$ cat src/rtl/csm_pkg.sv
// Shared types and constants for the CSM port responder and its lock table.
package csm_pkg;
  localparam int NUM_REGS       = 8;
  localparam int TIMEOUT_CYCLES = 16;
  localparam int ADDR_W         = $clog2(NUM_REGS);

  typedef enum logic [1:0] {
    ERR_OK     = 2'b00,
    ERR_ADDR   = 2'b01,
    ERR_LOCKED = 2'b10,
    ERR_PROTO  = 2'b11
  } err_t;

  typedef enum logic [1:0] {
    IDLE   = 2'b00,
    DECODE = 2'b01,
    WDATA  = 2'b10,
    RESP   = 2'b11
  } state_t;

  function automatic logic [NUM_REGS-1:0] reg_onehot(input logic [ADDR_W-1:0] idx);
    logic [NUM_REGS-1:0] v;
    v      = '0;
    v[idx] = 1'b1;
    return v;
  endfunction
endpackage

$ cat src/rtl/csm_lock_table.sv
// Per-port lock ownership: raises the hold request in RESP, resolves same-register
// contention against the peer (PORT_ID 0 wins) and commits hold/release on RESP exit.
module csm_lock_table
  import csm_pkg::*;
#(
  parameter int PORT_ID = 0
) (
  input  logic                clk,
  input  logic                reset_n,
  input  logic                resp_ok_i,
  input  logic [ADDR_W-1:0]   idx_i,
  input  logic                hold_i,
  input  logic                rel_i,
  input  logic [NUM_REGS-1:0] peer_hold_req_i,
  output logic [NUM_REGS-1:0] lock_own_o,
  output logic [NUM_REGS-1:0] hold_req_o,
  output logic                lose_o
);
  logic [NUM_REGS-1:0] own_q, own_d;
  logic [NUM_REGS-1:0] sel;

  assign sel        = reg_onehot(idx_i);
  assign hold_req_o = (resp_ok_i && hold_i) ? sel : '0;
  assign lose_o     = (PORT_ID != 0) && (|(hold_req_o & peer_hold_req_i));
  assign lock_own_o = own_q;

  always_comb begin
    own_d = own_q;
    if (resp_ok_i && !lose_o) begin
      if (hold_i) own_d = own_q | sel;
      if (rel_i)  own_d = own_q & ~sel;
    end
  end

  always_ff @(posedge clk or negedge reset_n) begin
    if (!reset_n) own_q <= '0;
    else          own_q <= own_d;
  end
endmodule

$ cat src/rtl/csm_port_responder.sv
// One processor port onto a lockable 8-entry register file over a multiplexed AD bus.
// Define CSM_WDATA_TIMEOUT_EN to abort a write whose data phase stalls too long.
module csm_port_responder
  import csm_pkg::*;
#(
  parameter int PORT_ID = 0
) (
  input  logic                clk,
  input  logic                reset_n,
  input  logic [7:0]          in_AD,
  input  logic                rw,
  input  logic                enable,
  input  logic                hold,
  input  logic                release_i,
  output logic                ack,
  output logic [1:0]          err,
  output logic [7:0]          out_data,
  output logic [ADDR_W-1:0]   mem_addr,
  output logic                mem_we,
  output logic [7:0]          mem_wdata,
  input  logic [7:0]          mem_rdata,
  output logic [NUM_REGS-1:0] lock_own,
  input  logic [NUM_REGS-1:0] lock_peer,
  output logic [NUM_REGS-1:0] hold_req,
  input  logic [NUM_REGS-1:0] peer_hold_req
);
  state_t            state_q, state_d;
  logic [7:0]        addr_q, addr_d;
  logic              rw_q, rw_d, hold_q, hold_d, rel_q, rel_d;
  err_t              err_q, err_d, dec_err, resp_err;
  logic [ADDR_W-1:0] idx;
  logic              resp_ok, lose, timeout;

  assign idx = addr_q[ADDR_W-1:0];

`ifdef CSM_WDATA_TIMEOUT_EN
  localparam int CNT_W = $clog2(TIMEOUT_CYCLES);
  logic [CNT_W-1:0] stall_q, stall_d;

  assign stall_d = (state_q == WDATA && !enable) ? stall_q + 1'b1 : '0;
  assign timeout = (state_q == WDATA) && !enable && (stall_q == CNT_W'(TIMEOUT_CYCLES - 1));

  always_ff @(posedge clk or negedge reset_n) begin
    if (!reset_n) stall_q <= '0;
    else          stall_q <= stall_d;
  end
`else
  assign timeout = 1'b0;
`endif

  // Error checks in priority order; only the first failing rule is reported.
  always_comb begin
    dec_err = ERR_OK;
    if (addr_q[7:ADDR_W] != '0)     dec_err = ERR_ADDR;
    else if (lock_peer[idx])        dec_err = ERR_LOCKED;
    else if (hold_q && rel_q)       dec_err = ERR_PROTO;
    else if (rel_q && !lock_own[idx]) dec_err = ERR_PROTO;
  end

  always_comb begin
    state_d = state_q;
    addr_d  = addr_q;
    rw_d    = rw_q;
    hold_d  = hold_q;
    rel_d   = rel_q;
    err_d   = err_q;
    ack     = 1'b0;
    mem_we  = 1'b0;
    unique case (state_q)
      IDLE: begin
        if (enable) begin
          addr_d  = in_AD;
          rw_d    = rw;
          hold_d  = hold;
          rel_d   = release_i;
          state_d = DECODE;
        end
      end
      DECODE: begin
        err_d = dec_err;
        if (dec_err == ERR_OK && rw_q) begin
          ack     = 1'b1;
          state_d = WDATA;
        end else begin
          state_d = RESP;
        end
      end
      WDATA: begin
        if (enable) begin
          mem_we  = 1'b1;
          state_d = RESP;
        end else if (timeout) begin
          err_d   = ERR_PROTO;
          state_d = RESP;
        end
      end
      RESP: begin
        ack     = 1'b1;
        state_d = IDLE;
      end
      default: state_d = IDLE;
    endcase
  end

  always_ff @(posedge clk or negedge reset_n) begin
    if (!reset_n) begin
      state_q <= IDLE;
      addr_q  <= '0;
      rw_q    <= 1'b0;
      hold_q  <= 1'b0;
      rel_q   <= 1'b0;
      err_q   <= ERR_OK;
    end else begin
      state_q <= state_d;
      addr_q  <= addr_d;
      rw_q    <= rw_d;
      hold_q  <= hold_d;
      rel_q   <= rel_d;
      err_q   <= err_d;
    end
  end

  assign resp_ok = (state_q == RESP) && (err_q == ERR_OK);

  csm_lock_table #(.PORT_ID(PORT_ID)) u_locks (
    .clk             (clk),
    .reset_n         (reset_n),
    .resp_ok_i       (resp_ok),
    .idx_i           (idx),
    .hold_i          (hold_q),
    .rel_i           (rel_q),
    .peer_hold_req_i (peer_hold_req),
    .lock_own_o      (lock_own),
    .hold_req_o      (hold_req),
    .lose_o          (lose)
  );

  // Losing a same-cycle lock race turns an otherwise good response into a peer-lock error.
  assign resp_err  = lose ? ERR_LOCKED : err_q;
  assign err       = (state_q == RESP) ? resp_err : ERR_OK;
  assign out_data  = (state_q == RESP && !rw_q && resp_err == ERR_OK) ? mem_rdata : '0;
  assign mem_addr  = idx;
  assign mem_wdata = mem_we ? in_AD : '0;
endmodule

$ cat config.mk
export PLATFORM = sky130hd
export DESIGN_NAME = csm_port_responder
export DESIGN_NICKNAME = d
export VERILOG_FILES = /design/src/rtl/csm_pkg.sv /design/src/rtl/csm_lock_table.sv /design/src/rtl/csm_port_responder.sv
export SDC_FILE = /design/constraint.sdc
export NUM_CORES = 1
export LEC_CHECK = 0
export CAP_MARGIN = 20
export CELL_PAD_IN_SITES_DETAIL_PLACEMENT = 0
export CELL_PAD_IN_SITES_GLOBAL_PLACEMENT = 1
export CORE_UTILIZATION = 28
export DETAILED_ROUTE_END_ITERATION = 6
export PLACE_DENSITY = 0.9
export SETUP_SLACK_MARGIN = 0.5
export SYNTH_ARGS = -nofsm -noshare
export SYNTH_HDL_FRONTEND = slang
export SYNTH_SLANG_ARGS = --single-unit
$ cat constraint.sdc
create_clock -name clk -period 2.6 [get_ports clk]
set_clock_uncertainty 0.1 [all_clocks]
set_input_delay 0.52 -clock clk [delete_from_list [all_inputs] [get_ports clk]]
set_output_delay 0.52 -clock clk [all_outputs]
set_load 0.02 [all_outputs]
### Yosys cells after proc, flatten, opt, wreduce, memory -nomap -nowiden

Cells that the tools add are included.

| cells by class | value |
|---|---|
| magnitude comparators | 2 |
| eq/ne operators | 5 |
| multiplexer cells | 24 |
| bitwise gates (word level) | 3 |
| reductions and logical operators | 18 |

Operators by type and width:

| kind | number |
|---|---|
| $mux 8 | 5 |
| $mux 2 | 7 |
| $and 8x8->8 | 1 |
| $logic_and 1x1->1 | 8 |
| $not 8->8 | 1 |
| $or 8x8->8 | 1 |
| $pmux 2 s4 | 1 |
| $mux 1 | 7 |
| $bmux 1 s3 | 2 |
| $logic_not 2->1 | 3 |
| $reduce_and 2->1 | 3 |
| $reduce_bool 5->1 | 1 |
| $eq 2x2->1 const B | 2 |
| $lt 3x4->1 const B | 1 |
| $ne 2x2->1 const B | 2 |
| $demux 1 s3 | 1 |
| $ge 3x1->1 const B | 1 |
| $eq 2x1->1 const B | 1 |
| $logic_not 1->1 | 2 |
| $pmux 1 s2 | 1 |
| $reduce_bool 2->1 | 1 |

| word-level totals | value |
|---|---|
| register bits after elaboration | 23 |
| input port bits | 38 |
| output and inout bits | 39 |

### Logic depth before layout (Yosys ltp)

| logic depth | value |
|---|---|
| depth after elaboration | 12 |
| depth in mapped cells | 6 |
| gate-level depth less buffers | 6 |

### Modules after synthesis

A second synthesis with hierarchy kept.

| unflattened totals | value |
|---|---|
| cell total of the unflattened synthesis | 127 |
| area, all modules | 1386.3 sq um |

By module, submodules not included:

| module | times used | cells each | area each (sq um) | sequential area each (sq um) |
|---|---|---|---|---|
| csm_port_responder | 1 | 94 | 1026.0 | 375.4 |
| csm_lock_table | 1 | 33 | 360.3 | 200.2 |

### Least setup slack after synthesis

No wires, ideal clock.

| timing | value |
|---|---|
| kind | in2out |
| start | input port lock_peer[5] |
| end | output port ack |
| data arrival time | 1.644 ns |
| data required time | 1.980 ns |
| setup slack | 0.336 ns |
| stages | 4 |
| path buffers | 0 |
| cell sequence | mux2_1 -> a221o_1 -> a21oi_1 -> a41o_1 |

| between the ends | value |
|---|---|
| cells in the longest elaborated chain, start to end | 8 |

RTL lines:

| item | line | source |
|---|---|---|
| from (decl) | csm_port_responder.sv:23 | `input logic [NUM_REGS-1:0] lock_peer,` |
| $bmux 1 s3 | csm_port_responder.sv:55 | `else if (lock_peer[idx]) dec_err = ERR_LOCKED;` |
| $mux 1 (not written as such) | csm_port_responder.sv:55 |  |
| $mux 2 | csm_port_responder.sv:55 |  |
| $mux 2 | csm_port_responder.sv:54 | `if (addr_q[7:ADDR_W] != '0) dec_err = ERR_ADDR;` |
| $logic_not 2->1 | csm_port_responder.sv:81 | `if (dec_err == ERR_OK && rw_q) begin` |
| $logic_and 1x1->1 | csm_port_responder.sv:81 |  |
| $mux 1 | csm_port_responder.sv:81 |  |
| $pmux 1 s2 | csm_port_responder.sv:69 | `unique case (state_q)` |
| to (decl) | csm_port_responder.sv:15 | `output logic ack,` |

No other way between the ends. The select of a mux whose other input is x is not followed.

### Final worst setup path

Ends and elaborated chain as after synthesis.

==> flow_metrics.env <==
export IMPL_cp_end_kind="output pin"
export IMPL_peakVddDrop_v=0.000415
export IMPL_drt_iter0_markers=46
export IMPL_tightest_slew_ps=819
export IMPL_num_nets_final=290
export IMPL_synthArstFlopShare=1.00
export IMPL_fin_area_mm2=0.00261
export IMPL_start_util=0.299
export IMPL_dr_pass1_iters=4
export IMPL_placedInstanceArea_mm2=0.00230
export IMPL_diodes=0
export IMPL_wirelength_mm=4.46
export IMPL_ys_top_cells_by_area="dfrtp_1 39%, mux2_2 8.5%, and3_1 6.8%"
export IMPL_fin_ws_ps=95.0
export IMPL_max_freq_ghz=0.399
export IMPL_whs_path_depth=1
export IMPL_die_h_um=74.2
export IMPL_crit_chain="dlygate4sd2_1 > mux2_4 > a221o_1 > a21oi_2 > a41o_1 > buf_6"
export IMPL_core_area_mm2=0.00488
export IMPL_grt_max_degree=24
export IMPL_synth_edff_count=0
export IMPL_drv_cap=0
export IMPL_num_rows=25
export IMPL_htreeDepth=1
export IMPL_holdPathEnd="addr_q[3]$_DFFE_PN0P_"
export IMPL_gp_congestion=0.844
export IMPL_pin_count=77
export IMPL_cp_num_buf_inv=2
export IMPL_critPathMaxStageDelay_ps=340
export IMPL_dp_hpwl_mm=3.10
export IMPL_pwr_density_cell_mw_per_mm2=997
export IMPL_reg2reg_slack_ps=410
export IMPL_cp_top_family="compound AO/OA/AOI/OAI gates"
export IMPL_synth_top_area_frac=0.394
export IMPL_grt_pass1_wl_mm=6.71
export IMPL_ys_warn_count=0
export IMPL_antenna_found_initial=0
export IMPL_post_route_period_util=0.963
export IMPL_drc_errors=0
export IMPL_syn_area_mm2=0.00146
export IMPL_fin_crit_ps=2510
export IMPL_wire_per_inst_um=14.2
export IMPL_run_status="completed"
export IMPL_crit_fanout=2
export IMPL_synth_cell_types=40
export IMPL_port_buffers=68
export IMPL_postRouteAntennaNets=0
export IMPL_rsz0062_at_grt="yes"
export IMPL_critical_path_class="primary input to output pin"
export IMPL_grt_pass1_vias=1499
export IMPL_die_x_um=74.2
export IMPL_synth_fp_nets=194
export IMPL_vias_per_cell=4.81
export IMPL_cp_start_kind="primary input"
export IMPL_grt_overflow_total=0
export IMPL_area_growth_pct=78.9
export IMPL_synth_ff_latch_count=23
export IMPL_grtUsageTotal=0.160
export IMPL_synth_flop_cell="dfrtp_1"
export IMPL_yosysTopAreaCell="dfrtp_1"
export IMPL_cts_tree="yes"
export IMPL_hold_viol_final=0
export IMPL_hold_start="addr_q[3]$_DFFE_PN0P_"
export IMPL_setup_viol=0
export IMPL_reg2reg_from="state_q[1]$_DFFE_PN0P_"
export IMPL_vias=1506
export IMPL_clock_sinks=23
export IMPL_die_area_mm2=0.00551
export IMPL_root_buffer="clkbuf_8"
export IMPL_crit_required_ps=1980
export IMPL_critPathSlowestCell="a221o_1"
export IMPL_hold_path_class="register to register"
export IMPL_clkTransAtPathRegs_ps=80
export IMPL_crit_arrival_ps=1890
export IMPL_clockBufferDepth=2
export IMPL_clkLatencyLatePin_ps=270
export IMPL_leakage_nw=1.15
export IMPL_dp_slack_ps=-515
export IMPL_max_slew_margin=0.448
export IMPL_worstRegToRegCells=10
export IMPL_drive_gt1_frac=0.415
export IMPL_ys_seq_area_frac=0.394
export IMPL_synth_cells=151
export IMPL_cts_buffers=3
export IMPL_synth_avg_cell_area_um2=9.68
export IMPL_drv_slew=0
## power breakdown
group          switching (mW)  internal [mW]
Clock                   0.116          0.110
Sequential              0.146          0.517
Combinational           0.798          0.918
## cells by family after synthesis
| logic type | share of synthesized area |
|---|---|
| AO/OA/AOI/OAI | 0.179 |
| adder cells (fa/ha/maj) | 0.0428 |
| buffers and inverters | 0.0574 |
| flip-flops | 0.394 |
| multiplexers | 0.106 |
| AND/OR/NAND/NOR | 0.221 |
## timing repair
item | in CTS | in global routing
resized for setup | 100 | 65
hold buffers | 0 | 0
setup endpoints to repair | 29 | 36
pin swaps | 3 | 9
setup buffers | 6 | 12
## synthesized netlist by cell type (3+ instances only)
| cell | count |
|---|---|
| a21oi_1 | 3 |
| a31oi_1 | 3 |
| o21ai_0 | 10 |
| nand2_1 | 5 |
| and3_1 | 16 |
| nor2_1 | 10 |
| and2_1 | 4 |
| mux2_2 | 11 |
| inv_1 | 6 |
| o21ai_1 | 10 |
| dfrtp_1 | 23 |
| nand3b_1 | 5 |
| buf_4 | 4 |
| buf_2 | 4 |
| ha_1 | 5 |
## stage by stage
stage | total power, mW | utilization | std cells | hold WS, ps | setup TNS, ps
2_1_floorplan | 1.49 | - | 151 | 124 | 0
3_3_place_gp | 2.03 | 0.472 | 291 | 381 | -511
5_1_grt | 2.77 | 0.536 | 313 | 431 | 0
3_5_place_dp | 2.05 | 0.472 | 291 | 387 | -522
4_1_cts | 2.34 | 0.491 | 301 | 407 | 0
6_report | 2.61 | 0.536 | 313 | 403 | 0
## worst max path at each step
stage                           from   to  slack, ps  cells past startpoint
3_3_place_gp            lock_peer[5]  ack       -510                      6
2_1_floorplan           lock_peer[4]  ack        430                      4
5_1_grt        addr_q[0]$_DFFE_PN0P_  ack         40                      5
4_1_cts        addr_q[0]$_DFFE_PN0P_  ack        110                      5
6_report                lock_peer[5]  ack         90                      6
3_5_place_dp            lock_peer[5]  ack       -510                      6
## per-layer routing
metal	vias to the layer above	global-route usage	part of all wire
met5	-	0	0
met1	703	0.200	0.44
met3	10	0.0339	0.065
met2	56	0.275	0.47
met4	0	0.0566	0.028
li1	737	-	-
## cell type report
type,count,area [µm²]
Clock buffer,4,45.0
Fill cell,471,2270
Inverter,7,31.3
Multi-Input combinational cell,111,898
Sequential cell,23,579
Tap cell,67,83.8
Timing Repair Buffer,101,976
## placed cells by master (no fill, tap or decap), types with 3 or more instances in the layout
cell	instances
a31oi_1	3
and2_1	3
and3_1	5
and3_4	11
buf_4	26
buf_6	21
clkbuf_8	3
clkdlybuf4s15_2	6
clkdlybuf4s50_1	36
dfrtp_1	20
dfrtp_2	3
dlygate4sd2_1	5
ha_1	3
inv_1	5
mux2_2	11
nand2_1	5
nand3b_1	5
nor2_1	10
o21ai_0	9
o21ai_1	11
Note: power is estimated with default switching activity, not from simulation.
